### src/rtl/if_stage_if.sv
// if_stage_if -- instruction-memory bus between the fetch stage and memory.
//   imem_req   : stage -> memory, request a word this cycle
//   imem_addr  : stage -> memory, fetch address (word in flight)
//   imem_rdata : memory -> stage, instruction word, valid with imem_ready
//   imem_ready : memory -> stage, completes the current request this cycle
// master = fetch stage side, slave = memory side.
interface if_stage_if;
  logic        imem_req;
  logic [31:0] imem_addr;
  logic [31:0] imem_rdata;
  logic        imem_ready;

  modport master (
    output imem_req,
    output imem_addr,
    input  imem_rdata,
    input  imem_ready
  );

  modport slave (
    input  imem_req,
    input  imem_addr,
    output imem_rdata,
    output imem_ready
  );
endinterface

### src/rtl/if_stage.sv
// if_stage -- instruction-fetch stage with IF/ID pipeline register.
// Fetches through a variable-latency memory bus, supports stalls (wpcir),
// redirects (jr > jump > branch, no delay slot) and a one-entry buffer that
// parks a word which arrives while ID is stalled.
// Ports:
//   clk, reset          : rising-edge clock, asynchronous active-high reset
//   wpcir               : 1 = hold PC and IF/ID
//   jump, jr, branch    : redirect requests from ID
//   jr_target           : forwarded rs value for JR
//   imem                : instruction-memory bus (master side)
//   pc                  : address of the instruction being fetched
//   id_inst, id_pc4     : IF/ID instruction and PC+4 registers
//   id_valid            : 0 = id_inst is a NOP bubble
//   fetch_busy          : 1 while in WAIT or HOLD
module if_stage (
  input  logic             clk,
  input  logic             reset,
  input  logic             wpcir,
  input  logic             jump,
  input  logic             jr,
  input  logic             branch,
  input  logic [31:0]      jr_target,
  if_stage_if.master       imem,
  output logic [31:0]      pc,
  output logic [31:0]      id_inst,
  output logic [31:0]      id_pc4,
  output logic             id_valid,
  output logic             fetch_busy
);

  typedef enum logic [1:0] {S_FETCH, S_WAIT, S_HOLD} state_t;

  state_t      state;
  logic        discard;   // outstanding response belongs to a flushed path
  logic [31:0] buffer;    // word that completed while ID was stalled
  logic        redirect;
  logic [31:0] target;
  logic [31:0] pc_plus4;

  assign redirect   = jr | jump | branch;
  assign pc_plus4   = pc + 32'd4;   // wraps modulo 2^32
  assign fetch_busy = (state != S_FETCH);
  assign imem.imem_addr = pc;

  always_comb begin
    // NOTE: every combinational output gets a default first so no path
    // through the block leaves it unassigned and infers a latch.
    target = id_pc4 + {{14{id_inst[15]}}, id_inst[15:0], 2'b00};
    if (jr)
      target = jr_target;
    else if (jump)
      target = {id_pc4[31:28], id_inst[25:0], 2'b00};
  end

  always_comb begin
    imem.imem_req = 1'b0;
    if (!reset) begin
      case (state)
        S_FETCH: imem.imem_req = ~wpcir | redirect;
        S_WAIT:  imem.imem_req = 1'b1;
        default: imem.imem_req = 1'b0;
      endcase
    end
  end

  // NOTE: state is updated with non-blocking assignments so every register
  // samples the pre-edge values regardless of statement order.
  always_ff @(posedge clk or posedge reset) begin
    if (reset) begin
      state    <= S_FETCH;
      pc       <= '0;
      id_inst  <= '0;
      id_pc4   <= '0;
      id_valid <= 1'b0;
      discard  <= 1'b0;
      buffer   <= '0;
    end else if (redirect) begin
      // Flush: no delay slot, id_pc4 keeps its value.
      pc       <= target;
      id_inst  <= '0;
      id_valid <= 1'b0;
      case (state)
        S_FETCH: begin
          if (!imem.imem_ready) begin
            state   <= S_WAIT;
            discard <= 1'b1;
          end
        end
        S_WAIT: begin
          if (imem.imem_ready) begin
            state   <= S_FETCH;
            discard <= 1'b0;
          end else begin
            discard <= 1'b1;
          end
        end
        default: begin
          buffer <= '0;
          state  <= S_FETCH;
        end
      endcase
    end else begin
      case (state)
        S_FETCH: begin
          // With wpcir=1 no request is issued and everything holds.
          if (!wpcir) begin
            if (imem.imem_ready) begin
              id_inst  <= imem.imem_rdata;
              id_pc4   <= pc_plus4;
              id_valid <= 1'b1;
              pc       <= pc_plus4;
            end else begin
              id_inst  <= '0;
              id_valid <= 1'b0;
              state    <= S_WAIT;
            end
          end
        end
        S_WAIT: begin
          if (imem.imem_ready) begin
            if (discard) begin
              discard <= 1'b0;
              state   <= S_FETCH;
              if (!wpcir) begin
                id_inst  <= '0;
                id_valid <= 1'b0;
              end
            end else if (!wpcir) begin
              id_inst  <= imem.imem_rdata;
              id_pc4   <= pc_plus4;
              id_valid <= 1'b1;
              pc       <= pc_plus4;
              state    <= S_FETCH;
            end else begin
              buffer <= imem.imem_rdata;
              state  <= S_HOLD;
            end
          end else if (!wpcir) begin
            id_inst  <= '0;
            id_valid <= 1'b0;
          end
        end
        S_HOLD: begin
          if (!wpcir) begin
            id_inst  <= buffer;
            id_pc4   <= pc_plus4;
            id_valid <= 1'b1;
            pc       <= pc_plus4;
            buffer   <= '0;
            state    <= S_FETCH;
          end
        end
        default: state <= S_FETCH;
      endcase
    end
  end

endmodule

### src/flat_wrapper.sv
// flat-port wrapper written by rule: the top's interface ports become plain ports
module if_stage_flat 
  (clk, reset, wpcir, jump, jr, branch, jr_target, pc, id_inst, id_pc4, id_valid, fetch_busy, imem_imem_req, imem_imem_addr, imem_imem_rdata, imem_imem_ready);
  if_stage_if imem_i ();
  input  logic clk;
  input  logic reset;
  input  logic wpcir;
  input  logic jump;
  input  logic jr;
  input  logic branch;
  input  logic [31:0] jr_target;
  output logic [31:0] pc;
  output logic [31:0] id_inst;
  output logic [31:0] id_pc4;
  output logic id_valid;
  output logic fetch_busy;
  output wire logic [$bits(imem_i.imem_req)-1:0] imem_imem_req;
  output wire logic [$bits(imem_i.imem_addr)-1:0] imem_imem_addr;
  input wire logic [$bits(imem_i.imem_rdata)-1:0] imem_imem_rdata;
  input wire logic [$bits(imem_i.imem_ready)-1:0] imem_imem_ready;
  assign imem_imem_req = imem_i.imem_req;
  assign imem_imem_addr = imem_i.imem_addr;
  assign imem_i.imem_rdata = imem_imem_rdata;
  assign imem_i.imem_ready = imem_imem_ready;
  if_stage u_core (.clk(clk), .reset(reset), .wpcir(wpcir), .jump(jump), .jr(jr), .branch(branch), .jr_target(jr_target), .imem(imem_i), .pc(pc), .id_inst(id_inst), .id_pc4(id_pc4), .id_valid(id_valid), .fetch_busy(fetch_busy));
endmodule
### config.mk
export PLATFORM = sky130hd
export DESIGN_NAME = if_stage_flat
export DESIGN_NICKNAME = d
export VERILOG_FILES = /design/src/rtl/if_stage_if.sv /design/src/rtl/if_stage.sv /design/src/flat_wrapper.sv
export SDC_FILE = /design/constraint.sdc
export NUM_CORES = 1
export LEC_CHECK = 0
export ABC_AREA = 1
export CORE_MARGIN = 5
export CORE_UTILIZATION = 45
export DETAILED_ROUTE_END_ITERATION = 16
export GPL_TIMING_DRIVEN = 0
export PLACE_DENSITY = 0.73
export RECOVER_POWER = 50
export SLEW_MARGIN = 20
export SYNTH_ARGS = -nofsm -noshare
export SYNTH_HDL_FRONTEND = slang
export SYNTH_SLANG_ARGS = --single-unit
### constraint.sdc
create_clock -name clk -period 6.6 [get_ports clk]
set_clock_uncertainty 0.15 [all_clocks]
set_input_delay 1.65 -clock clk [delete_from_list [all_inputs] [get_ports clk]]
set_output_delay 1.65 -clock clk [all_outputs]
set_load 0.02 [all_outputs]
==> results of run 1 <==
state kept, by name (all words and copies together) (netlist names):
register and cells:
u_core.imem.imem_addr 32, u_core.state 2, u_core.id_pc4 32, u_core.buffer 32, u_core.id_valid 1, u_core.discard 1
u_core.id_inst 32
final timing paths:
check,start,end,slack [ns]
worst max-delay path,reset,imem_imem_req,0.68
worst min-delay path,u_core.id_valid,u_core.id_valid,0.36
worst max register to register,u_core.id_inst[0],u_core.imem.imem_addr[14],3.42
worst min register to register,u_core.id_valid,u_core.id_valid,0.36
max in group asynchronous,reset,u_core.imem.imem_addr[13],2.23
min in group asynchronous,reset,u_core.id_pc4[16],1.60
through the flow:
step,setup slack [ns],util [%]
after floorplan,0.7126,-
after global placement,-1.274,56.49
after detailed placement,0.7103,57.05
after CTS,0.6984,59.45
after global routing,0.4825,59.38
final,0.6795,59.38
metal layers:
layer,global-route usage [%],part of all wire [%],vias to the layer above
met2,47.35,44,666
li1,-,-,5312
met3,7.230,10,81
met1,45.57,43,5406
met4,8.733,2.7,0
met5,0,0,-
cells by family after synthesis:
| group | Yosys count | synth area share (%) |
|---|---|---|
| buffers and inverters | 305 | 13.25 |
| adder cells (fa/ha/maj) | 35 | 4.484 |
| AND/OR/NAND/NOR | 631 | 26.39 |
| XOR/XNOR | 31 | 2.733 |
| AO/OA/AOI/OAI | 345 | 19.89 |
| flip-flops | 132 | 33.25 |
worst min-delay path: stages, from the launching register on:
cell and delay, ns:
dfrtp_1 0.35, o22ai_1 0.08, inv_1 0.05
report_power, final:
| group | internal (W) | total [W] | leakage, nW | switching (W) |
|---|---|---|---|---|
| Combinational | 0.000973 | 0.00246 | 4.22 | 0.00149 |
| Sequential | 0.00102 | 0.00134 | 1.73 | 0.000319 |
| Clock | 0.000511 | 0.000894 | 0.252 | 0.000383 |
layout make-up:
cell class,instances,area share (%)
clock buffers,20,3.380
repair buffers,205,16.32
well taps,280,2.712
multi-input cells,1042,41.13
plain buffers,102,4.291
flip-flops and latches,132,25.57
clock inverters,10,0.6683
inverters,203,5.927
cells in the mapped netlist, drive strengths merged:
library cell / count
fa: 1
a22o: 2
nand3: 107
nor3: 14
o22ai: 37
xor2: 24
nand3b: 2
inv: 201
xnor2: 7
o21bai: 7
a21o: 2
nor2: 83
o41ai: 1
a31oi: 6
and2: 1
o221ai: 31
a22oi: 2
ha: 34
nand2: 403
o211ai: 12
nand4: 13
o31ai: 1
clkinv: 2
nor4: 4
dfrtp: 132
clkbuf: 47
nor3b: 2
and3: 1
or2: 1
buf: 55
a21oi: 99
o21ai: 145
==> flow_metrics.py, run 1 <==
metrics = {
    "finish": {
        "drive_gt1_share_pct": 5.543,
        "multiInputGateArea_um2": 5314,
        "final_cells": 1994,
        "layout_common_cells": "nand2_1 (403), inv_1 (197), o21ai_0 (140)",
        "final_common_cell": "nand2_1",
        "final_nets": 1809,
        "nFillCells": 2084,
        "n_antenna_cell": 0,
        "area_growth_pct": 30.05,
        "ff_latch_area_um2": 3303,
        "fin_area_um2": 12920,
    },
    "hold_path": {
        "hp-class": "reg -> reg",
        "hold_path_depth": 2,
    },
    "synthesis": {
        "synth_fp_nets": 1585,
        "synthesis.area_um2": 9933,
        "synth.area.top_cells": "dfrtp_1 (33%), nand2_1 (15%), inv_1 (7.5%), o21ai_0 (7.1%), nand3_1 (5.4%)",
        "synthCells": 1479,
        "yosysSeqAreaShare_pct": 33.25,
        "synth_top_area_share_pct": 33.25,
        "synth.distinct_cells": 44,
        "yosys_warnings": 0,
        "synth_seq_cells": 132,
        "syn_area_per_cell_um2": 6.716,
        "synth_area_leader_cell": "dfrtp_1",
    },
    "timing": {
        "rsz0062_at_grt": "no",
        "max_freq_mhz": 168.9,
        "final.min_clock_period_ns": 5.921,
        "relSlewSlack_pct": -24.04,
        "finalHoldViolCount": 0,
        "slew_viol_final": 31,
        "setup_tns_ns": 0,
        "period_share_pct": 89.70,
        "report.final.setup_viol": 0,
        "tightest_slew_ns": 1.861,
        "fin_worst_hold_slack_ns": 0.3611,
    },
    "worst_setup_path": {
        "cp.buffers_inverters": 7,
        "rr_worst_depth": 11,
        "critical_path_arrival_ns": 4.12,
        "crit_fanout": 21,
        "crit_chain": "dlygate4sd3_1, clkinvlp_4, buf_16, buf_16, buf_16, o211ai_1, inv_1, clkdlybuf4s50_1",
        "cp-end-kind": "output port",
        "crit_type": "in -> out",
        "start_kind": "primary input",
        "cp_common_cell": "buf_16",
        "path_delay_family": "buffers and inverters",
        "cp_num_cells": 8,
        "critPathSlowestCell": "dlygate4sd3_1",
        "cp.required_ns": 4.80,
        "max_stage_delay_ns": 0.57,
    },
    "job": {
        "drv_cap": 1,
    },
    "floorplanning": {
        "die_w_um": 158.6,
        "io_pins": 202,
        "core-area_um2": 21760,
        "start_util_pct": 45.66,
        "die_h_um": 158.6,
        "die_area_um2": 25150,
        "num_rows": 54,
    },
    "placed_design": {
        "placed_cells": 1964,
        "place_area_um2": 12410,
        "portBuffers": 200,
        "dp_hpwl_mm": 31.39,
        "gp_congestion": 0.9585,
    },
    "routing": {
        "first_pass_iters": 7,
        "drtIter0Drc": 1299,
        "routed_via_density": 5.750,
        "wirelength_mm": 40.01,
        "wl_per_cell_um": 20.07,
        "drc": 0,
        "final_antenna_net_count": 0,
        "vias": 11470,
    },
    "run_status": {
        "violations": "capacitance limit, slew limit",
        "outcome": "finished with violations",
    },
    "clocking": {
        "clock_latency_ns": 0.43,
        "clk_path_buf_depth": 2,
        "postCtsSetupRepairBufs": 0,
        "path_clk_slew_ns": 0.06,
        "cts_htree_levels": 4,
        "clkSinkCount": 132,
        "cts_buffers": 17,
        "tritoncts": "done",
        "cts_root_buf": "clkbuf_16",
        "cts_resized": 0,
        "hold_buffers": 0,
    },
    "grt": {
        "gr-usage-all-layers_pct": 31.48,
        "grt_pass1_wl_mm": 60.72,
        "grt-ovfl-total": 0,
        "antenna_found_initial": 0,
        "grt_pass1_vias": 10520,
        "grt_max_degree": 32,
    },
    "power": {
        "p_leak_nw": 6.199,
        "power_density_nw_per_um2": 363.6,
        "p_total_w": 0.004698,
        "ir_worst_vdd_v": 0.0002008,
    },
}
(Power assumes the default switching activity.)
==> inputs of run 2 (changes only) <==
- CORE_MARGIN: 5 -> 4
==> flow_metrics.py, run 2 (synthesis results as in run 1) <==
metrics = {
    "timing": {
        "period_share_pct": 85.35,
        "rsz0062_at_grt": "no",
        "slew_viol_final": 65,
        "tightest_slew_ns": 1.872,
        "finalWorstSetupSlack_ns": 0.9668,
        "finalHoldViolCount": 0,
        "final.min_clock_period_ns": 5.633,
        "relSlewSlack_pct": -24.78,
        "max_freq_mhz": 177.5,
        "report.final.setup_viol": 0,
        "fin_worst_hold_slack_ns": 0.3578,
    },
    "routing": {
        "wl_per_cell_um": 19.88,
        "drtIter0Drc": 1248,
        "first_pass_iters": 6,
        "drc": 0,
        "final_antenna_net_count": 0,
        "vias": 11270,
        "wirelength_mm": 39.65,
        "routed_via_density": 5.648,
    },
    "clocking": {
        "clock_latency_ns": 0.43,
        "cts_htree_levels": 4,
        "cts_root_buf": "clkbuf_16",
        "hold_buffers": 0,
        "postCtsSetupRepairBufs": 0,
        "clkSinkCount": 132,
        "clk_path_buf_depth": 2,
        "cts_resized": 0,
        "tritoncts": "done",
        "path_clk_slew_ns": 0.06,
        "cts_buffers": 17,
    },
    "finish": {
        "final_common_cell": "nand2_1",
        "final_util_pct": 59.31,
        "n_antenna_cell": 0,
        "drive_gt1_share_pct": 5.539,
        "area_growth_pct": 29.89,
        "layout_common_cells": "nand2_1 (403), inv_1 (197), o21ai_0 (140)",
        "final_nets": 1808,
    },
    "placed_design": {
        "dp_hpwl_mm": 31.22,
        "pre_cts_ws_ns": 0.9719,
        "gp_congestion": 0.9589,
        "portBuffers": 200,
    },
    "worst_setup_path": {
        "cp.buffers_inverters": 5,
        "crit_fanout": 27,
        "crit_chain": "dlygate4sd3_1, clkinvlp_4, buf_12, o211ai_1, inv_1, clkdlybuf4s50_1",
        "cp.required_ns": 4.80,
        "critPathSlowestCell": "dlygate4sd3_1",
        "path_delay_family": "buffers and inverters",
        "start_kind": "primary input",
        "cp-end-kind": "output port",
        "crit_type": "in -> out",
        "max_stage_delay_ns": 0.57,
        "critical_path_arrival_ns": 3.83,
    },
    "power": {
        "ir_worst_vdd_v": 0.0001929,
        "p_leak_nw": 6.168,
        "power_density_nw_per_um2": 367.9,
    },
    "run_status": {
        "violations": "capacitance limit, slew limit",
        "outcome": "finished with violations",
    },
    "grt": {
        "grt_max_degree": 34,
        "grt-ovfl-total": 0,
        "grt_pass1_wl_mm": 61.68,
        "antenna_found_initial": 1,
        "gr-usage-all-layers_pct": 32.54,
        "grt_pass1_vias": 10860,
    },
    "floorplanning": {
        "num_rows": 54,
        "start_util_pct": 45.66,
        "core-area_um2": 21760,
        "die_w_um": 156.6,
        "die_area_um2": 24520,
        "die_h_um": 156.6,
        "io_pins": 202,
    },
    "job": {
        "drv_cap": 2,
    },
    "hold_path": {
        "hp-class": "reg -> reg",
    },
}
-- run 2: per-layer routing --
layer	up-vias	track usage, %	part of all wire (%)
met1	5269	46.97	43
met5	-	0	0
li1	5315	-	-
met4	0	11.32	3.2
met2	598	47.89	44
met3	86	7.716	9.7
-- run 2: worst paths after layout --
kind / startpoint / to / slack (ns) / depth (start not counted)
setup / recovery: reset / imem_imem_req / 0.97 / 6
hold / removal: u_core.discard / u_core.state[1] / 0.36 / 1
setup reg to reg: u_core.id_pc4[10] / u_core.imem.imem_addr[12] / 3.55 / 10
hold reg to reg: u_core.discard / u_core.state[1] / 0.36 / 1
max in group asynchronous: reset / u_core.id_pc4[19] / 1.72 / 4
min in group asynchronous: reset / u_core.buffer[17] / 1.61 / 2
-- run 2: layout make-up --
cell class | instances | area, um2
fill | 2147 | 8853
buffer | 102 | 554.3
inverter | 203 | 765.7
tap | 280 | 350.3
clock inverter | 13 | 148.9
multi-input combinational | 1042 | 5314
timing repair buffer | 204 | 2033
sequential | 132 | 3303
clock buffer | 19 | 432.9
-- run 2: per-stage QoR --
stage / total power (W) / cell area (um2) / instances / setup TNS [ns]
2_1_floorplan: 0.002745 / 9937 / 1479 / 0
3_3_place_gp: 0.003766 / 12290 / 1959 / -1.268
3_5_place_dp: 0.003796 / 12380 / 1963 / 0
4_1_cts: 0.004761 / 12960 / 1995 / 0
5_1_grt: 0.005060 / 12900 / 1995 / 0
6_report: 0.004746 / 12900 / 1995 / 0
-- run 2: power by group --
part / leakage (nW) / total, W / switching [W] / internal (W)
sequential: 1.73 / 0.00134 / 0.000322 / 0.00102
combinational: 4.18 / 0.00245 / 0.00148 / 0.000968
clock: 0.263 / 0.000958 / 0.000397 / 0.000561
total: 6.17 / 0.00475 / 0.00220 / 0.00255
-- run 2: worst reg2reg max path: stages, from the launching register on --
cell	delay, ns
dfrtp_1	0.49
ha_1	0.38
nand2_1	0.17
inv_1	0.06
a21oi_1	0.22
nand3_1	0.27
xor2_1	0.22
o21ai_0	0.57
nand3_1	0.22
nand3_1	0.14
nand2_1	0.07
==> inputs of run 3 (changes only) <==
--- a/config.mk
+++ b/config.mk
@@ -7,4 +7,5 @@
 export LEC_CHECK = 0
 export ABC_AREA = 1
+export CAP_MARGIN = 10
 export CORE_MARGIN = 4
 export CORE_UTILIZATION = 45
@@ -17,2 +18,3 @@
 export SYNTH_HDL_FRONTEND = slang
 export SYNTH_SLANG_ARGS = --single-unit
+export TNS_END_PERCENT = 10
==> constraint.sdc (replaced) <==
create_clock -name clk -period 6.6 [get_ports clk]
set_clock_uncertainty 0.15 [all_clocks]
set_input_delay 1.32 -clock clk [delete_from_list [all_inputs] [get_ports clk]]
set_output_delay 1.32 -clock clk [all_outputs]
set_load 0.02 [all_outputs]
==> flow_metrics.py, run 3 (synthesis results as in run 1) <==
metrics = {
    "clocking": {
        "cts_buffers": 17,
        "postCtsSetupRepairBufs": 0,
        "cts_root_buf": "clkbuf_16",
        "cts_htree_levels": 4,
        "clkSinkCount": 132,
        "path_clk_slew_ns": 0.06,
        "tritoncts": "done",
        "clock_latency_ns": 0.43,
        "clk_path_buf_depth": 2,
        "cts_resized": 0,
        "hold_buffers": 0,
    },
    "routing": {
        "drtIter0Drc": 1349,
        "final_antenna_net_count": 0,
        "vias": 11380,
        "met1_length_mm": 17.13,
        "routed_via_density": 5.713,
        "wl_met2_mm": 17.26,
        "drc": 0,
        "wl_met3_mm": 3.847,
        "wl_per_cell_um": 19.71,
        "highest_layer": "met4",
        "wirelength_mm": 39.26,
        "first_pass_iters": 6,
    },
    "finish": {
        "nFillCells": 2134,
        "final_common_cell": "nand2_1",
        "final_nets": 1805,
        "final_cells": 1992,
        "multiInputGateArea_um2": 5314,
        "n_antenna_cell": 0,
        "fin_area_um2": 12950,
        "layout_common_cells": "nand2_1 (403), inv_1 (197), o21ai_0 (140)",
        "ff_latch_area_um2": 3303,
        "area_growth_pct": 30.41,
        "drive_gt1_share_pct": 5.549,
    },
    "grt": {
        "antenna_found_initial": 0,
        "grt_pass1_wl_mm": 60.92,
        "grt_pass1_vias": 10560,
        "grt_max_degree": 101,
        "grt-ovfl-total": 0,
        "gr-usage-all-layers_pct": 31.85,
    },
    "placed_design": {
        "gp_congestion": 0.9688,
        "pre_cts_ws_ns": 1.671,
        "placed_cells": 1960,
        "portBuffers": 200,
        "dp_hpwl_mm": 30.60,
        "place_area_um2": 12320,
    },
    "floorplanning": {
        "core-area_um2": 21760,
        "num_rows": 54,
        "die_area_um2": 24520,
        "start_util_pct": 45.66,
        "die_w_um": 156.6,
        "io_pins": 202,
        "die_h_um": 156.6,
    },
    "worst_setup_path": {
        "crit_fanout": 100,
        "start_kind": "primary input",
        "cp.required_ns": 5.13,
        "critical_path_arrival_ns": 3.53,
        "crit_type": "in -> out",
        "cp-end-kind": "output port",
    },
    "timing": {
        "rsz0062_at_grt": "no",
        "tightest_slew_ns": 1.085,
        "final.min_clock_period_ns": 5.002,
        "finalHoldViolCount": 0,
        "period_share_pct": 75.79,
        "report.final.setup_viol": 0,
        "max_freq_mhz": 199.9,
        "relSlewSlack_pct": 27.02,
        "fin_worst_hold_slack_ns": 0.3697,
        "finalWorstSetupSlack_ns": 1.598,
        "slew_viol_final": 0,
    },
    "hold_path": {
        "hp-class": "reg -> reg",
    },
    "power": {
        "p_leak_nw": 6.223,
        "ir_worst_vdd_v": 0.0001944,
        "p_total_w": 0.004822,
        "power_density_nw_per_um2": 372.3,
    },
    "run_status": {
        "outcome": "finished clean",
    },
    "job": {
        "drv_cap": 0,
    },
}
## run 3: cell types whose count changed in the layout (fill, tap and decap cells not counted), moves of 2 or more
cell,previous run,this run
bufinv_16,2,4
inv_6,4,2
clkinv_4,1,5
inv_8,0,2
clkbuf_1,49,46
clkinvlp_4,7,1
## run 3: per-layer routing
metal | global-route usage [%] | vias to the layer above
met5 | 0 | -
met4 | 8.926 | 0
met3 | 5.337 | 64
met2 | 47.87 | 665
met1 | 47.40 | 5347
li1 | - | 5305
## run 3: layout make-up
type | instances | area share (%)
Buffer | 102 | 4.279
Clock buffer | 19 | 3.342
Clock inverter | 13 | 1.545
Inverter | 203 | 5.940
Multi-Input combinational cell | 1042 | 41.02
Sequential cell | 132 | 25.50
Tap cell | 280 | 2.705
Timing Repair Buffer | 201 | 15.67
## run 3: worst paths after layout
path,start,endpoint,slack (ns),cells past startpoint
max,reset,imem_imem_req,1.60,6
max reg2reg,u_core.id_inst[0],u_core.imem.imem_addr[14],3.57,11
min reg2reg,u_core.id_pc4[2],u_core.id_pc4[2],0.37,2
max in group asynchronous,reset,u_core.imem.imem_addr[16],4.28,3
min in group asynchronous,reset,u_core.buffer[17],1.22,2
min,u_core.id_pc4[2],u_core.id_pc4[2],0.37,2
## run 3: worst max-delay path, stage by stage
cell,delay [ns]
dlygate4sd3_1,0.61
inv_8,0.24
buf_16,0.40
o211ai_1,0.17
inv_1,0.08
clkdlybuf4s50_1,0.60
## run 3: power by group
part           total, W  internal [W]  switching [W]
clock network   0.00103      0.000640       0.000395
logic           0.00245      0.000969        0.00148
registers       0.00134       0.00102       0.000318
total           0.00482       0.00263        0.00219
## run 3: per-stage QoR
stage / setup TNS, ns / util [%]
after global routing: 0 / 59.54
after global placement: -75.76 / 56.47
after detailed placement: 0 / 56.63
final: 0 / 59.54
after floorplan: 0 / -
after CTS: 0 / 59.54
